==> config.mk <==
export PLATFORM = sky130hd
export DESIGN_NAME = keypad_emulator
export DESIGN_NICKNAME = d
export VERILOG_FILES = /design/src/rtl/candy_pkg.sv /design/src/rtl/keypad_contact_map.sv /design/src/rtl/keypad_emulator.sv
export SDC_FILE = /design/constraint.sdc
export NUM_CORES = 1
export LEC_CHECK = 0
export ABC_AREA = 1
export BUFFER_PORTS_ARGS = -buffer_cell sky130_fd_sc_hd__buf_2
export CAP_MARGIN = 40
export CORE_AREA = 3 3 62 64
export CTS_BUF_LIST = sky130_fd_sc_hd__clkbuf_2 sky130_fd_sc_hd__clkbuf_4 sky130_fd_sc_hd__clkbuf_8
export CTS_CLUSTER_DIAMETER = 80
export DETAILED_ROUTE_END_ITERATION = 16
export DIE_AREA = 0 0 65 67
export PLACE_DENSITY_LB_ADDON = 0.12
export SETUP_SLACK_MARGIN = 0.4
export SLEW_MARGIN = 15
export SYNTH_ARGS = -nofsm -noshare
export SYNTH_HDL_FRONTEND = slang
export SYNTH_SLANG_ARGS = --single-unit
export TNS_END_PERCENT = 1
==> constraint.sdc <==
create_clock -name clk -period 1.44 [get_ports clk]
set_input_delay 0.216 -clock clk [delete_from_list [all_inputs] [get_ports clk]]
set_output_delay 0.216 -clock clk [all_outputs]
set_load 0.02 [all_outputs]
==> src/rtl/candy_pkg.sv <==
// Shared key codes, keypad geometry and emulator state encoding for the
// candy vending machine keypad path (scanner, emulator, controller).
package candy_pkg;

  localparam int NUM_ROWS = 4;
  localparam int NUM_COLS = 3;

  localparam logic [3:0] KEY_0    = 4'd0;
  localparam logic [3:0] KEY_1    = 4'd1;
  localparam logic [3:0] KEY_2    = 4'd2;
  localparam logic [3:0] KEY_3    = 4'd3;
  localparam logic [3:0] KEY_4    = 4'd4;
  localparam logic [3:0] KEY_5    = 4'd5;
  localparam logic [3:0] KEY_6    = 4'd6;
  localparam logic [3:0] KEY_7    = 4'd7;
  localparam logic [3:0] KEY_8    = 4'd8;
  localparam logic [3:0] KEY_9    = 4'd9;
  localparam logic [3:0] KEY_STAR = 4'd10;
  localparam logic [3:0] KEY_HASH = 4'd11;

  typedef enum logic [2:0] {
    ST_IDLE,
    ST_BOUNCE_IN,
    ST_HOLD,
    ST_BOUNCE_OUT,
    ST_GAP
  } emu_state_t;

  function automatic logic key_is_valid(input logic [3:0] key);
    return key <= KEY_HASH;
  endfunction

endpackage

==> src/rtl/keypad_contact_map.sv <==
// Combinational key-code to (row, col) decode in phone layout; pulls the key's
// row low when the contact is closed and its column is driven low. Zero latency.
module keypad_contact_map
  import candy_pkg::*;
(
  input  logic [3:0]          key_i,
  input  logic [NUM_COLS-1:0] col_i,
  input  logic                contact_i,
  output logic                valid_o,
  output logic [NUM_ROWS-1:0] row_o
);

  logic [1:0] kr;
  logic [1:0] kc;
  logic       col_hit;

  always_comb begin
    kr      = 2'd0;
    kc      = 2'd0;
    valid_o = 1'b1;
    case (key_i)
      KEY_1:    begin kr = 2'd0; kc = 2'd0; end
      KEY_2:    begin kr = 2'd0; kc = 2'd1; end
      KEY_3:    begin kr = 2'd0; kc = 2'd2; end
      KEY_4:    begin kr = 2'd1; kc = 2'd0; end
      KEY_5:    begin kr = 2'd1; kc = 2'd1; end
      KEY_6:    begin kr = 2'd1; kc = 2'd2; end
      KEY_7:    begin kr = 2'd2; kc = 2'd0; end
      KEY_8:    begin kr = 2'd2; kc = 2'd1; end
      KEY_9:    begin kr = 2'd2; kc = 2'd2; end
      KEY_STAR: begin kr = 2'd3; kc = 2'd0; end
      KEY_0:    begin kr = 2'd3; kc = 2'd1; end
      KEY_HASH: begin kr = 2'd3; kc = 2'd2; end
      default:  valid_o = 1'b0;
    endcase
  end

  // Only the latched key's column matters; other low columns are ignored.
  always_comb begin
    col_hit = 1'b0;
    case (kc)
      2'd0:    col_hit = !col_i[0];
      2'd1:    col_hit = !col_i[1];
      2'd2:    col_hit = !col_i[2];
      default: col_hit = 1'b0;
    endcase
  end

  always_comb begin
    row_o = '1;
    if (contact_i && valid_o && col_hit) begin
      row_o[kr] = 1'b0;
    end
  end

endmodule

==> src/rtl/keypad_emulator.sv <==
// 4x3 keypad responder: one key per valid/ready request, contact closes the cycle
// after acceptance; requests stall (req_ready=0) for the whole press sequence.
module keypad_emulator
  import candy_pkg::*;
#(
  parameter int HOLD_CYCLES   = 200,
  parameter int GAP_CYCLES    = 50,
  parameter int BOUNCE_CYCLES = 0
) (
  input  logic                clk,
  input  logic                reset,
  input  logic                req_valid,
  input  logic [3:0]          req_key,
  output logic                req_ready,
  input  logic [NUM_COLS-1:0] col,
  output logic [NUM_ROWS-1:0] row,
  output logic                busy,
  output logic                done,
  output logic                err
);

  localparam int MAX_HG  = (HOLD_CYCLES > GAP_CYCLES) ? HOLD_CYCLES : GAP_CYCLES;
  localparam int MAX_ALL = (MAX_HG > BOUNCE_CYCLES) ? MAX_HG : BOUNCE_CYCLES;
  localparam int CW      = $clog2(MAX_ALL + 1);

  localparam logic [CW-1:0] HOLD_LD   = CW'(HOLD_CYCLES - 1);
  localparam logic [CW-1:0] GAP_LD    = CW'(GAP_CYCLES - 1);
  localparam logic [CW-1:0] BOUNCE_LD = CW'(BOUNCE_CYCLES - 1);
  localparam logic          HAS_BOUNCE = (BOUNCE_CYCLES > 0);

  emu_state_t    state_q;
  logic [CW-1:0] cnt_q;
  logic          contact_q;
  logic [3:0]    key_q;
  logic          done_q;
  logic          err_q;
  logic          key_ok;

  assign req_ready = (state_q == ST_IDLE);
  assign busy      = (state_q != ST_IDLE);
  assign done      = done_q;
  assign err       = err_q;

  // The counter holds "cycles remaining minus one" and reloads on every state entry.
  always_ff @(posedge clk or negedge reset) begin
    if (!reset) begin
      state_q   <= ST_IDLE;
      cnt_q     <= '0;
      contact_q <= 1'b0;
      key_q     <= '0;
      done_q    <= 1'b0;
      err_q     <= 1'b0;
    end else begin
      done_q <= 1'b0;
      err_q  <= 1'b0;
      case (state_q)
        ST_IDLE: begin
          if (req_valid) begin
            key_q <= req_key;
            if (key_is_valid(req_key)) begin
              contact_q <= 1'b1;
              if (HAS_BOUNCE) begin
                state_q <= ST_BOUNCE_IN;
                cnt_q   <= BOUNCE_LD;
              end else begin
                state_q <= ST_HOLD;
                cnt_q   <= HOLD_LD;
              end
            end else begin
              err_q <= 1'b1;
            end
          end
        end
        ST_BOUNCE_IN: begin
          if (cnt_q == '0) begin
            state_q   <= ST_HOLD;
            cnt_q     <= HOLD_LD;
            contact_q <= 1'b1;
          end else begin
            cnt_q     <= cnt_q - 1'b1;
            contact_q <= !contact_q;
          end
        end
        ST_HOLD: begin
          if (cnt_q == '0) begin
            contact_q <= 1'b0;
            if (HAS_BOUNCE) begin
              state_q <= ST_BOUNCE_OUT;
              cnt_q   <= BOUNCE_LD;
            end else begin
              state_q <= ST_GAP;
              cnt_q   <= GAP_LD;
            end
          end else begin
            cnt_q <= cnt_q - 1'b1;
          end
        end
        ST_BOUNCE_OUT: begin
          if (cnt_q == '0) begin
            state_q   <= ST_GAP;
            cnt_q     <= GAP_LD;
            contact_q <= 1'b0;
          end else begin
            cnt_q     <= cnt_q - 1'b1;
            contact_q <= !contact_q;
          end
        end
        ST_GAP: begin
          if (cnt_q == '0) begin
            state_q <= ST_IDLE;
            done_q  <= 1'b1;
          end else begin
            cnt_q <= cnt_q - 1'b1;
          end
        end
        default: begin
          state_q   <= ST_IDLE;
          contact_q <= 1'b0;
        end
      endcase
    end
  end

  keypad_contact_map u_map (
    .key_i     (key_q),
    .col_i     (col),
    .contact_i (contact_q),
    .valid_o   (key_ok),
    .row_o     (row)
  );

endmodule

---- Yosys cells after proc, flatten, opt, wreduce, memory -nomap -nowiden ----
Cells that the tools add are included.
word-level totals
  memory bits (writable) .................. 0
  memories kept ........................... 0
  output and inout port bits .............. 8
  bits of input ports ..................... 10
  bits in registers ....................... 18
  latch bits .............................. 0
  bits in read-only memories .............. 0
  word-level logic and storage cells ...... 90
operators by class
  mux-type cells .......................... 30
  add/subtract/negate cells ............... 1
  equality and inequality tests ........... 24
  reduce and logical (&&, ||, !) cells .... 24
  shifts and indexed selects .............. 0
  multipliers ............................. 0
  order comparisons ....................... 3
  bitwise logic cells ..................... 2
  div/mod/pow operators ................... 0
operator list
  kind                 count
  $mux 8               5
  $pmux 8 s4           1
  $eq 4x3->1 const B   4
  $eq 4x4->1 const B   4
  $mux 3               5
  $mux 1               12
  $pmux 3 s4           1
  $reduce_or 12->1     1
  $ne 2x2->1 const B   5
  $reduce_or 3->1      3
  $eq 4x2->1 const B   2
  $logic_not 8->1      1
  $reduce_and 4->1     2
  $reduce_or 4->1      2
  $sub 8x1->8 const B  1
  $eq 3x2->1 const B   2
  $pmux 2 s3           1
  $pmux 1 s5           1
  $reduce_and 5->1     1
  $eq 4x1->1 const B   1
  $le 4x4->1 const B   1
  $logic_not 1->1      4
  $logic_not 4->1      1
  $mux 4               1
  other kinds (19)     22

---- Logic depth before layout (Yosys ltp) ----
  depth after elaboration ................. 9
  mapped depth ............................ 11
  gate-level depth less buffers ........... 11

---- Modules after synthesis ----
A second synthesis with hierarchy kept.
second synthesis, totals
  cell total of the unflattened synthesis .. 178
  area total of the unflattened synthesis .. 1226.2 um2
modules (own cells, without submodules)
  module              cells each  sequential area each (um2)  area an instance (um2)  instances
  keypad_emulator     134         425.4                       1007.2                  1
  keypad_contact_map  44          0.0                         219.0                   1

---- Worst setup path before layout ----
Ideal clock, no wire load.
  kind .................................... register to register
  start point ............................. register state_q[1]
  end point ............................... register cnt_q[2]
  data arrival time ....................... 1.440 ns
  library setup time ...................... 0.120 ns
  cell stages (with the launch flop) ...... 10
  required time ........................... 1.320 ns
  clock period less this slack ............ 1.560 ns
  buffers on the path ..................... 0
  path slack .............................. -0.120 ns
  path through ............................ dfrtp_1 > inv_1 > ha_1 > nand3_1 > nand2_2 > nor2_8 > nand2_4 > inv_4 > nor2_1 > a21oi_2
on the way
  elaborated cells on any way between the ends .. 12
  those cells by class .................... eq/ne: 7; mux: 1; reduce/logical: 4
RTL lines
  item                                                 RTL line                source
  from (decl)                                          keypad_emulator.sv:31   emu_state_t state_q;
  from (signal assigned)                               keypad_emulator.sv:47   state_q <= ST_IDLE;
  from (signal assigned)                               keypad_emulator.sv:63   state_q <= ST_BOUNCE_IN;
  from (signal assigned)                               keypad_emulator.sv:66   state_q <= ST_HOLD;
  $logic_not 3->1 *                                    n/a
  net req_ready                                        keypad_emulator.sv:14   output logic req_ready,
  $reduce_bool 4->1 (no line) (tied with other cells)  n/a
  $reduce_and 4->1 (no line)                           n/a
  to (signal assigned)                                 keypad_emulator.sv:80   cnt_q <= cnt_q - 1'b1;
  to (signal assigned)                                 keypad_emulator.sv:95   cnt_q <= cnt_q - 1'b1;
  to (signal assigned)                                 keypad_emulator.sv:104  cnt_q <= cnt_q - 1'b1;
  to (decl)                                            keypad_emulator.sv:32   logic [CW-1:0] cnt_q;
The timed path passes the listed nets; every way through them passes the cells marked *.
A chain may end at the register's enable or synchronous reset.

---- Final worst setup path ----
  start point ............................. register key_q[2]
  end point ............................... output port row[3]
on the way
  cells in the longest elaborated chain, start to end .. 9
  elaborated cells on any way between the ends .. 34
  those cells by class .................... order compare: 2; eq/ne: 13; mux: 7; bitwise: 1; reduce/logical: 11
ends and longest elaborated chain
  item                                                                   RTL line                  source
  from (decl)                                                            keypad_emulator.sv:34     logic [3:0] key_q;
  from (signal assigned)                                                 keypad_emulator.sv:59     key_q <= req_key;
  $eq 4x4->1 (tied with other cells)                                     keypad_contact_map.sv:21  case (key_i)
  $reduce_or 3->1 (no line)                                              n/a
  $pmux 2 s3                                                             keypad_contact_map.sv:21
  $lt 2x3->1 (implied by the code) / $ge 2x1->1 (equally long branches)  keypad_contact_map.sv:52  row_o[kr] = 1'b0;
  $logic_and 1x1->1 (implied by the code)                                keypad_contact_map.sv:52
  $mux 1 (implied by the code)                                           keypad_contact_map.sv:52
  $demux 1 s2                                                            n/a
  $not 4->4 (no line)                                                    n/a
  $mux 4 *                                                               keypad_contact_map.sv:51  if (contact_i && valid_o && col_hit) begin
  to (decl)                                                              keypad_emulator.sv:16     output logic [NUM_ROWS-1:0] row,
Mark *: on every way between the ends. The rest lies on a longest branch, timed or not.

==> results.sh <==
export IMPL_cts_buffers=3
export IMPL_rsz0062_at_grt="true"
export IMPL_ctsHtreeMaxLevel=1
export IMPL_power_mw=3.93
export IMPL_pre_cts_slack_ns=-0.0419
export IMPL_synth_cells=178
export IMPL_ys_ff_latch=17
export IMPL_gp_congestion=0.787
export IMPL_grt_overflow=0
export IMPL_startpoint="key_q[2]$_DFFE_PN0P_"
export IMPL_cts_buffer_depth=2
export IMPL_fin_skew_ns=0.0107
export IMPL_die_area_sq_um=4360
export IMPL_dieWidth_um=65
export IMPL_vias=1175
export IMPL_totalWireLength_um=2960
export IMPL_drv_slew=0
export IMPL_syn_to_final_growth_pct=40.4
export IMPL_max_slew_margin_pct=74.3
export IMPL_status="finished, violations left"
export IMPL_tightest_slew_ns=0.386
export IMPL_fp_row_count=21
export IMPL_start_util_pct=36.8
export IMPL_cts_sinks=17
export IMPL_nets=226
export IMPL_synth_cell_types=23
export IMPL_grt_pass1_vias=1219
export IMPL_synth_nets=192
export IMPL_grt_usage_pct=15.3
export IMPL_yosys_warnings=0
export IMPL_n_antenna_cell=0
export IMPL_crit_chain="nor2_4, inv_1, o211ai_1, nand4_1, buf_4"
export IMPL_cts_tree="done"
export IMPL_period_minus_slack_ns=1.71
export IMPL_path_max_fanout=8
export IMPL_min_from="req_key[0]"
export IMPL_clk_insertion_delay_late_ns=0.29
export IMPL_hold_path_class="input port to flip-flop"
export IMPL_dp_hpwl_um=2320
export IMPL_grt_max_degree=18
export IMPL_r2r_setup_slack_ns=-0.06
export IMPL_drtPass1Iterations=4
export IMPL_hold_violations=0
export IMPL_ioPinCount=18
export IMPL_fp_coreArea_sq_um=3340
export IMPL_violations="negative setup slack"
export IMPL_clkSlewWorstSetupHoldPaths_ns=0.09
export IMPL_crit_path_top_delay_cell="dfrtp_2"
export IMPL_grt_pass1_wl_um=5210
export IMPL_maxCapViolations=0
export IMPL_critPathArrivalTime_ns=1.50
export IMPL_ys_seq_area_share_pct=34.7
export IMPL_die_height_um=67
export IMPL_timing_hold_ws_ns=0.141
export IMPL_ant_nets=0
export IMPL_netlist_area_sq_um=1230
export IMPL_setup_viol=10
export IMPL_remaining_drc_errors=0
export IMPL_viasPerCell=4.57
export IMPL_critPathCaptureType="output port"
export IMPL_drt_iter0_drc=77
export IMPL_leakagePower_nw=0.864
export IMPL_io_buffer_count=17
export IMPL_fmax_mhz=583
export IMPL_cpPeakStageDelay_ns=0.53
export IMPL_setup_ws_ns=-0.274
export IMPL_syn_area_per_cell_sq_um=6.90
export IMPL_timing_setup_tns_ns=-1.29
export IMPL_cpLargestDelayFamily="flip-flops"
export IMPL_wire_per_inst_um=11.5
export IMPL_finalCritPeriodShare_pct=119
export IMPL_clock_root_buffer="clkbuf_4"
export IMPL_p_per_area_nw_per_um2=2280
export IMPL_start_kind="flip-flop"
export IMPL_antenna_found_initial=0
export IMPL_vdd_drop_max_mv=1.02
export IMPL_layout_drive_gt1_share_pct=44.5
export IMPL_timing_rr_start="state_q[1]$_DFFE_PN0P_"
export IMPL_cp_num_buf_inv=2
export IMPL_path_class="flip-flop to output port"
export IMPL_crit_required_ns=1.22
export IMPL_final_util_pct=51.6
routing by layer:
layer | part of all wire (%) | track usage [%]
met2 | 50 | 28.7
met5 | 0 | 0
met1 | 45 | 17.8
met3 | 4.1 | 3.20
met4 | 1.4 | 3.17
path summary, 6_finish.rpt:
check / end / cells after the start
worst min register to register: contact_q$_DFFE_PN0P_ / 2
max in group asynchronous: key_q[0]$_DFFE_PN0P_ / 2
worst max-delay path: row[3] / 5
worst min-delay path: key_q[0]$_DFFE_PN0P_ / 3
min in group asynchronous: cnt_q[6]$_DFFE_PN0P_ / 2
worst max register to register: cnt_q[5]$_DFFE_PN0P_ / 10
layout by cell type, fill, tap and decap left out:
cell type and instances:
nand2_1 41, inv_1 17, buf_4 16, nor2_1 13, nand3_1 12, dfrtp_1 12
inv_2 11, buf_2 9, nand2_2 8, nor2_4 7, nand2_4 6, o21ai_0 6
inv_4 5, nand3_2 5, nand4_1 5, dfrtp_2 5, nor2_2 4, o21ai_1 4
ha_4 4, clkbuf_4 4, buf_6 4, nand3_4 2, a21oi_1 2, xor2_1 2
a21oi_4 1, a21boi_0 1, o211ai_1 1, nor2_8 1, o21ai_2 1, a21oi_2 1
dlygate4sd3_1 1
cells in the mapped netlist, drive strengths merged:
cell type	number	share of area, %
nand3	19	8.8
a21oi	4	1.9
nand2	55	18
inv	33	10
ha	4	4.1
clkbuf	1	0.41
nor2	25	11
nand4	5	2.5
o211ai	1	0.61
xor2	2	1.4
dfrtp	17	35
o21ai	11	4.8
a21boi	1	0.61
logic make-up after synthesis:
| logic type | after synthesis | synth area share [%] |
|---|---|---|
| simple gates | 104 | 41.2 |
| xor+xnor | 2 | 1.43 |
| compound gates | 17 | 7.95 |
| fa+ha+maj | 4 | 4.08 |
| flops | 17 | 34.7 |
| buf+inv | 34 | 10.7 |
registers in the layout, indices dropped and copies added, names as in the netlist:
name and cells:
cnt_q 8, contact_q 1, done 1, err 1, key_q 4, state_q 2
timing repair:
| item | in CTS | in global routing |
|---|---|---|
| resized for setup | 40 | 20 |
| pin swaps | 7 | 10 |
| gates cloned | 0 | 0 |
| buffers inserted | 0 | 1 |
| setup endpoints to repair | 23 | 25 |
| endpoints found under the hold margin | 17 | 0 |
| hold buffers | 1 | 0 |
tightest hold or removal path, cell delays in order:
cell     delay, ns
buf_2         0.08
nand2_1       0.04
o21ai_0       0.06
power breakdown:
part	switching, mW	internal [mW]	leakage [nW]
clock network	0.144	0.126	0.0184
registers	0.271	0.670	0.204
logic	1.61	1.12	0.642
total	2.02	1.91	0.864
through the flow:
stage | instances | instance area, sq um
after detailed placement | 251 | 1510
after global routing | 257 | 1720
after global placement | 251 | 1510
after CTS | 256 | 1640
final | 257 | 1720
after floorplan | 178 | 1290
final cells by class:
type                    count  area, sq um
repair buffers             30          220
well taps                  46         57.6
inverters                  33          136
clock buffers               4         30.0
multi-input cells         127          847
flip-flops and latches     17          432
fillers                   331         1610
No activity file was read; power rests on OpenSTA's default activity.
